$ cat src/rtl/board_io_pkg.sv
// Shared register-map constants for the board_io peripheral.
package board_io_pkg;

  localparam int ADDR_W = 2;

  localparam logic [ADDR_W-1:0] ADDR_LED  = 2'd0;
  localparam logic [ADDR_W-1:0] ADDR_DUTY = 2'd1;
  localparam logic [ADDR_W-1:0] ADDR_BTN  = 2'd2;
  localparam logic [ADDR_W-1:0] ADDR_EVT  = 2'd3;

endpackage

$ cat src/rtl/board_io_btn_debounce.sv
// One push-button channel: polarity normalise, 2-flop sync, debounce counter,
// stable level and a single-cycle press pulse coincident with the level update.
module btn_debounce
  import board_io_pkg::*;
#(
  parameter int DEBOUNCE_BITS = 16,
  parameter bit ACTIVE_LOW    = 1'b1
) (
  input  logic clk,
  input  logic reset,
  input  logic btn_pin,
  output logic level,
  output logic rise
);

  localparam logic [DEBOUNCE_BITS-1:0] DB_MAX = '1;

  logic                     sync1_q, sync1_d;
  logic                     sync2_q, sync2_d;
  logic                     stable_q, stable_d;
  logic [DEBOUNCE_BITS-1:0] cnt_q, cnt_d;

  always_comb begin
    sync1_d  = btn_pin ^ ACTIVE_LOW;
    sync2_d  = sync1_q;
    stable_d = stable_q;
    cnt_d    = cnt_q;
    rise     = 1'b0;
    if (sync2_q == stable_q) begin
      cnt_d = '0;
    end else if (cnt_q == DB_MAX) begin
      stable_d = sync2_q;
      cnt_d    = '0;
      rise     = sync2_q;
    end else begin
      cnt_d = cnt_q + DEBOUNCE_BITS'(1);
    end
  end

  always_ff @(posedge clk) begin
    if (reset) begin
      sync1_q  <= 1'b0;
      sync2_q  <= 1'b0;
      stable_q <= 1'b0;
      cnt_q    <= '0;
    end else begin
      sync1_q  <= sync1_d;
      sync2_q  <= sync2_d;
      stable_q <= stable_d;
      cnt_q    <= cnt_d;
    end
  end

  assign level = stable_q;

endmodule

$ cat src/rtl/board_io.sv
// Board I/O peripheral: debounced buttons with sticky press events, PWM-dimmed
// LEDs, stretched reset output, all behind a 4-entry register file.
module board_io
  import board_io_pkg::*;
#(
  parameter int WIDTH_D        = 32,
  parameter int N_BTN          = 4,
  parameter int N_LED          = 8,
  parameter int DEBOUNCE_BITS  = 16,
  parameter int PWM_BITS       = 8,
  parameter int ACTIVE_LOW_BTN = 1,
  parameter int ACTIVE_LOW_LED = 1,
  parameter int RST_STRETCH    = 16
) (
  input  logic               clk,
  input  logic               reset,
  input  logic               wr_en,
  input  logic               rd_en,
  input  logic [ADDR_W-1:0]  addr,
  input  logic [WIDTH_D-1:0] wr_data,
  output logic [WIDTH_D-1:0] rd_data,
  input  logic [N_BTN-1:0]   btn_in,
  output logic [N_LED-1:0]   led_out,
  output logic               irq,
  output logic               rst_out
);

  localparam logic [PWM_BITS-1:0] DUTY_MAX = '1;
  localparam bit                  LED_INV  = (ACTIVE_LOW_LED != 0);
  localparam int                  RST_CW   = $clog2(RST_STRETCH + 2);
  localparam logic [RST_CW-1:0]   RST_LOAD = RST_CW'(RST_STRETCH);

  logic [N_BTN-1:0] btn_level;
  logic [N_BTN-1:0] btn_rise;

  for (genvar i = 0; i < N_BTN; i++) begin : g_btn
    btn_debounce #(
      .DEBOUNCE_BITS (DEBOUNCE_BITS),
      .ACTIVE_LOW    (ACTIVE_LOW_BTN != 0)
    ) u_btn (
      .clk     (clk),
      .reset   (reset),
      .btn_pin (btn_in[i]),
      .level   (btn_level[i]),
      .rise    (btn_rise[i])
    );
  end

  logic [N_LED-1:0]   led_reg_q, led_reg_d;
  logic [PWM_BITS-1:0] duty_q, duty_d;
  logic [N_BTN-1:0]   evt_q, evt_d;
  logic               irq_q, irq_d;
  logic [WIDTH_D-1:0] rd_data_q, rd_data_d;
  logic [PWM_BITS-1:0] pwm_cnt_q, pwm_cnt_d;
  logic [N_LED-1:0]   led_out_q, led_out_d;
  logic [RST_CW-1:0]  rst_cnt_q, rst_cnt_d;
  logic               rst_out_q, rst_out_d;
  logic [N_BTN-1:0]   evt_clr;
  logic [N_LED-1:0]   led_on;
  logic               unused_wr;

  assign unused_wr = ^wr_data;

  always_comb begin
    led_reg_d = led_reg_q;
    duty_d    = duty_q;
    evt_clr   = '0;
    rd_data_d = rd_data_q;

    if (wr_en) begin
      case (addr)
        ADDR_LED:  led_reg_d = wr_data[N_LED-1:0];
        ADDR_DUTY: duty_d    = wr_data[PWM_BITS-1:0];
        ADDR_EVT:  evt_clr   = wr_data[N_BTN-1:0];
        default:   ;
      endcase
    end

    // A press arriving on the same edge as its clear must not be lost.
    evt_d = (evt_q & ~evt_clr) | btn_rise;
    irq_d = |evt_q;

    if (rd_en) begin
      rd_data_d = '0;
      case (addr)
        ADDR_LED:  rd_data_d[N_LED-1:0]    = led_reg_q;
        ADDR_DUTY: rd_data_d[PWM_BITS-1:0] = duty_q;
        ADDR_BTN:  rd_data_d[N_BTN-1:0]    = btn_level;
        ADDR_EVT:  rd_data_d[N_BTN-1:0]    = evt_q;
        default:   ;
      endcase
    end

    pwm_cnt_d = pwm_cnt_q + PWM_BITS'(1);
    led_on    = led_reg_q & {N_LED{(duty_q == DUTY_MAX) || (pwm_cnt_q < duty_q)}};
    led_out_d = led_on ^ {N_LED{LED_INV}};

    rst_cnt_d = (rst_cnt_q != '0) ? rst_cnt_q - RST_CW'(1) : '0;
    rst_out_d = (rst_cnt_q != '0);
  end

  always_ff @(posedge clk) begin
    if (reset) begin
      led_reg_q <= '0;
      duty_q    <= DUTY_MAX;
      evt_q     <= '0;
      irq_q     <= 1'b0;
      rd_data_q <= '0;
      pwm_cnt_q <= '0;
      led_out_q <= {N_LED{LED_INV}};
      rst_cnt_q <= RST_LOAD;
      rst_out_q <= 1'b1;
    end else begin
      led_reg_q <= led_reg_d;
      duty_q    <= duty_d;
      evt_q     <= evt_d;
      irq_q     <= irq_d;
      rd_data_q <= rd_data_d;
      pwm_cnt_q <= pwm_cnt_d;
      led_out_q <= led_out_d;
      rst_cnt_q <= rst_cnt_d;
      rst_out_q <= rst_out_d;
    end
  end

  assign rd_data = rd_data_q;
  assign led_out = led_out_q;
  assign irq     = irq_q;
  assign rst_out = rst_out_q;

endmodule

$ cat config.mk
export PLATFORM = sky130hd
export DESIGN_NAME = board_io
export DESIGN_NICKNAME = d
export VERILOG_FILES = /design/src/rtl/board_io_pkg.sv /design/src/rtl/board_io_btn_debounce.sv /design/src/rtl/board_io.sv
export SDC_FILE = /design/constraint.sdc
export NUM_CORES = 1
export LEC_CHECK = 0
export BUFFER_PORTS_ARGS = -buffer_cell sky130_fd_sc_hd__clkbuf_2
export CORE_ASPECT_RATIO = 0.8
export CORE_MARGIN = 2
export CORE_UTILIZATION = 35
export CTS_CLUSTER_SIZE = 14
export DETAILED_ROUTE_END_ITERATION = 6
export SETUP_SLACK_MARGIN = 0.4
export SYNTH_ARGS = -nofsm -noshare
export SYNTH_HDL_FRONTEND = slang
export SYNTH_SLANG_ARGS = --single-unit
$ cat constraint.sdc
create_clock -name clk -period 2.1 [get_ports clk]
set_input_delay 0.105 -clock clk [delete_from_list [all_inputs] [get_ports clk]]
set_output_delay 0.105 -clock clk [all_outputs]
set_load 0.005 [all_outputs]
---- Word level (Yosys, flattened, before mapping) ----
Cells that the tools add are included.
word-level totals
  bits in registers ....................... 127
  bits in latches ......................... 0
  bits in writable memories ............... 0
  memory bits (read-only) ................. 0
  input bits .............................. 42
  logic and storage cells ................. 87
  memories ................................ 0
operators by class
  add/subtract/negate cells ............... 6
  $mul .................................... 0
  divide/modulo/power cells ............... 0
  $lt $le $gt $ge ......................... 1
  equal/unequal tests ..................... 12
  shifts and indexed selects .............. 0
  muxes and demuxes ....................... 13
  bitwise operators ....................... 14
  reductions and logical operators ........ 15
operator list
  cell                                                                   number
  16-bit by 1-bit adder with 16-bit output, second input constant        4
  16-bit equality test, second input constant                            4
  4-bit case mux with 4 select lines                                     1
  2-bit AND reduction                                                    6
  3-bit OR reduction                                                     4
  1-bit inverter                                                         9
  8-bit by 1-bit adder with 8-bit output, second input constant          1
  8-bit bitwise AND                                                      1
  8-bit equality test, second input constant                             1
  8-bit less-than comparator                                             1
  1-bit 2-to-1 mux                                                       8
  4-bit 2-to-1 mux                                                       2
  8-bit inverter                                                         1
  4-bit case mux with 2 select lines                                     1
  5-bit 2-to-1 mux                                                       1
  5-bit nonzero test                                                     1
  5-bit by 1-bit subtractor with 5-bit output, second input constant     1
  4-bit bitwise AND                                                      1
  1-bit equality test                                                    4
  2-bit equality test, second input constant                             2
  4-bit inverter                                                         1
  4-bit bitwise OR                                                       1
  4-bit OR reduction                                                     1
  2-bit by 1-bit equality test with 1-bit output, second input constant  1
  other kinds (3)                                                        3

---- Logic depth before layout (Yosys ltp) ----
  depth in word-level cells ............... 6
  depth in mapped cells ................... 7

---- Cells and area by module ----
A second synthesis with hierarchy kept.
unflattened totals
  cell total of the unflattened synthesis .. 592
  area, all modules ....................... 5615.4 um^2
by module, submodules not included
  module        times used  cells each  area an instance (um^2)
  btn_debounce  4           88          830.8
  board_io      1           240         2292.2

---- Least setup slack after synthesis ----
Ideal clock, no wire load.
  kind .................................... register to register
  start ................................... reg g_btn[2].u_btn.cnt_q[0]
  end ..................................... reg g_btn[2].u_btn.cnt_q[15]
  arrival time ............................ 1702 ps
  setup slack ............................. 284 ps
  cell stages (with the launch flop) ...... 8
  clock period less this slack ............ 1816 ps
  path through ............................ dfxtp_1 ha_1 and4_4 or4b_1 buf_2 o21bai_4 buf_6 nor2_1
between the ends
  cells in the longest elaborated chain, start to end .. 2
RTL lines
  item                                                                                              line                         source
  start: declaration                                                                                board_io_btn_debounce.sv:21  logic [DEBOUNCE_BITS-1:0] cnt_q, cnt_d;
  start signal: assignment                                                                          board_io_btn_debounce.sv:50  cnt_q <= cnt_d;
  parallel branches: the longest is 2 deep, another holds 16-bit by 1-bit adder with 16-bit output  -
Parallel ways; which one is timed is not known.
A chain may end at the register's enable or synchronous reset.

---- Worst setup path after layout ----
  start ................................... reg g_btn[2].u_btn.cnt_q[1]
  end ..................................... reg g_btn[2].u_btn.cnt_q[13]
The elaborated chain is that of the path after synthesis.

==> results.ini <==
[run_status]
status=finished clean

[power_and_ir_drop]
p_leak_nw=2.57
p_total_mw=5.91
powerDensity_mw_per_mm2=872
vdd_ir_drop_max_v=0.000534

[placed_design]
place_congestion=0.796
io_buffers=35
dp_cells=834
hpwl_um=7500
place_area_mm2=0.00587

[yosys]
synth_cell_types=51
ys.warnings.count=0
async_reset_ff_frac=0
syn-cell-area_mm2=0.00552
ys_seq_area_frac=0.461
ys_ff_latch=127
yosysTopAreaCellShare=0.461
syn_area_per_cell_um2=9.22
yosysTopAreaCell=dfxtp_1
synth_edf_count=0
synth_area_leaders=dfxtp_1, nor2_1, xnor2_1, xor2_1, mux2i_1
netlist_instances=598
ys.flop_type=dfxtp_1

[setup_path]
crit_path_start_kind=flip-flop
crit_start=g_btn[2].u_btn.cnt_q[1]
required_ns=2.40
path_class=reg -> reg
r2r_start=g_btn[2].u_btn.cnt_q[1]
cp_max_fo=14
crit_path_end_kind=flip-flop
cp.arrival_ns=1.97
reg2reg_to=g_btn[2].u_btn.cnt_q[13]
reg2reg_setup_slack_ns=0.43
r2r_cells=6
setup.worst_path.end=g_btn[2].u_btn.cnt_q[13]

[sta]
worst_slew_pin_slew_ns=0.592
skew_ns=0.0101
hold_viol_final=0
worst_slew_margin_rel=0.606
layout_min_cycle_time_ns=1.67
rsz0062_at_grt=yes
finalSetupTns_ns=0
drv_slew=0
fmax_ghz=0.597
setup_viol_count_final=0
finalCritPeriodShare=0.797

[drt]
drc=0
antenna_left=0
avgViaCountPerCell=4.66
post_drt_wl_per_cell_um=12.3
wl_um=10900
vias=4135
first_pass_iters=4
drt_iter0_drc=172

[die]
start_util=0.354
die_height_um=116
die_x_um=144
pin_count=84
coreArea_mm2=0.0156
die_area_mm2=0.0168
rows=41

[global_route]
grt_overflow=0
antenna_found_initial=0
grt_max_degree=30
grt_pass1_vias=3911
grt_usage=0.138
grt_pass1_wl_um=18500

[cells_and_area]
fin_area_mm2=0.00678
nets=714
stdcell_count=887
antenna_cells=0
syn2layout_area_growth_pct=23.0
layout-drive-gt1-share=0.171
finish.utilization=0.435

[run]
drv_cap=0

[clock_tree]
cts_root_buf=clkbuf_16
clock_latency_ns=0.41
clkTransAtPathRegs_ns=0.05
clock_path_buffers=2
cts_buffers=17
cts_tree=done
cts.sinks=127
htree_levels=4

[min_path]
hp-class=in -> reg

==> per-stage QoR <==
| stage | hold WS, ns | worst slack (ns) |
|---|---|---|
| after floorplan | 0.172 | 0.349 |
| after global placement | 0.258 | 0.290 |
| after detailed placement | 0.258 | 0.248 |
| after CTS | 0.198 | 0.406 |
| after global routing | 0.216 | 0.374 |
| final | 0.202 | 0.426 |
==> flip-flops by register name, summed over array words and instances, names as in the netlist <==
register,flops
duty_q,8
evt_q,4
g_btn.u_btn.cnt_q,64
g_btn.u_btn.level,4
g_btn.u_btn.sync1_q,4
g_btn.u_btn.sync2_q,4
irq,1
led_out,8
led_reg_q,8
pwm_cnt_q,8
rd_data,8
rst_cnt_q,5
rst_out,1
==> worst min path at each step <==
stage                   start                      to  slack [ns]  cells past startpoint
finish                  reset              rd_data[2]        0.20                      2
global route            wr_en                evt_q[3]        0.22                      4
CTS                     rd_en              rd_data[2]        0.20                      3
detailed placement  btn_in[1]  g_btn[1].u_btn.sync1_q        0.26                      2
global placement    btn_in[1]  g_btn[1].u_btn.sync1_q        0.26                      2
floorplan           btn_in[0]  g_btn[0].u_btn.sync1_q        0.17                      1
==> cells in the mapped netlist, types with 2 or more instances <==
master	n
a211o_1	8
a21oi_1	5
and3_1	8
and4_1	6
buf_1	4
buf_2	4
buf_4	26
clkbuf_1	10
dfxtp_1	127
ha_1	13
inv_1	28
mux2i_1	23
mux4_2	4
nand2_1	21
nand2b_1	7
nand3_1	29
nand4_1	21
nor2_1	115
nor2b_1	6
nor3_1	11
nor3b_1	2
nor4_1	11
o211ai_1	9
o21ai_0	7
or2_2	2
or3_1	3
or4_1	2
xnor2_1	37
xor2_1	27
==> where the power goes <==
part / total (mW) / switching [mW] / internal [mW]
Combinational: 0.346 / 0.180 / 0.167
Sequential: 2.54 / 0.0546 / 2.49
Clock: 3.02 / 1.04 / 1.99
==> metal layers <==
layer  track usage  vias up  routed length [um]
met1         0.179     1934                5290
met5             0        -                   0
met4        0.0421        0                  68
li1              -     2124                   -
met3        0.0455        4                 415
met2         0.221       73                5140
==> logic make-up (layout without fill, tap and decap cells) <==
| logic type | after synthesis | count (layout) | synth area share |
|---|---|---|---|
| and+or+nand+nor | 250 | 250 | 0.220 |
| DFF | 127 | 127 | 0.461 |
| buffers and inverters | 73 | 124 | 0.0696 |
| xor gates and xnor gates | 64 | 64 | 0.102 |
| AOI/OAI and AO/OA | 43 | 43 | 0.0594 |
| muxes | 27 | 27 | 0.0581 |
| adders and majority gates | 13 | 13 | 0.0295 |
| other | 1 | 24 | 0.000680 |
==> placed cells by master (no fill, tap or decap), types with 7 or more instances in the layout <==
| master | n |
|---|---|
| dfxtp_1 | 119 |
| nor2_1 | 114 |
| xnor2_1 | 37 |
| clkbuf_2 | 35 |
| inv_1 | 28 |
| nand3_1 | 28 |
| xor2_1 | 27 |
| conb_1 | 24 |
| mux2i_1 | 23 |
| nand4_1 | 21 |
| nand2_1 | 20 |
| clkbuf_16 | 17 |
| buf_4 | 15 |
| dlygate4sd3_1 | 12 |
| nor3_1 | 10 |
| ha_1 | 10 |
| o211ai_1 | 9 |
| a211o_1 | 8 |
| and3_1 | 8 |
| nor4_1 | 8 |
| nand2b_1 | 7 |
| dfxtp_2 | 7 |
==> timing repair <==
item,CTS,global route
pin swaps,5,7
gates cloned,0,0
hold buffers,12,0
setup endpoints to repair,38,74
buffers inserted,5,4
gates resized for setup,10,15
endpoints found under the hold margin,19,0
==> worst max-delay path: stages, from the launching register on <==
cell,delay [ns]
dfxtp_2,0.35
ha_4,0.15
and4_4,0.20
or4b_4,0.52
o21bai_4,0.16
buf_12,0.15
nor2_1,0.05
==> final cells by class <==
cell class	count	area (um^2)
Clock buffer	23	488
Clock inverter	9	131
Fill cell	1503	8810
Inverter	28	105
Multi-Input combinational cell	421	2790
Sequential cell	127	2550
Tap cell	215	269
Timing Repair Buffer	64	448
No activity file was read; power rests on OpenSTA's default activity.
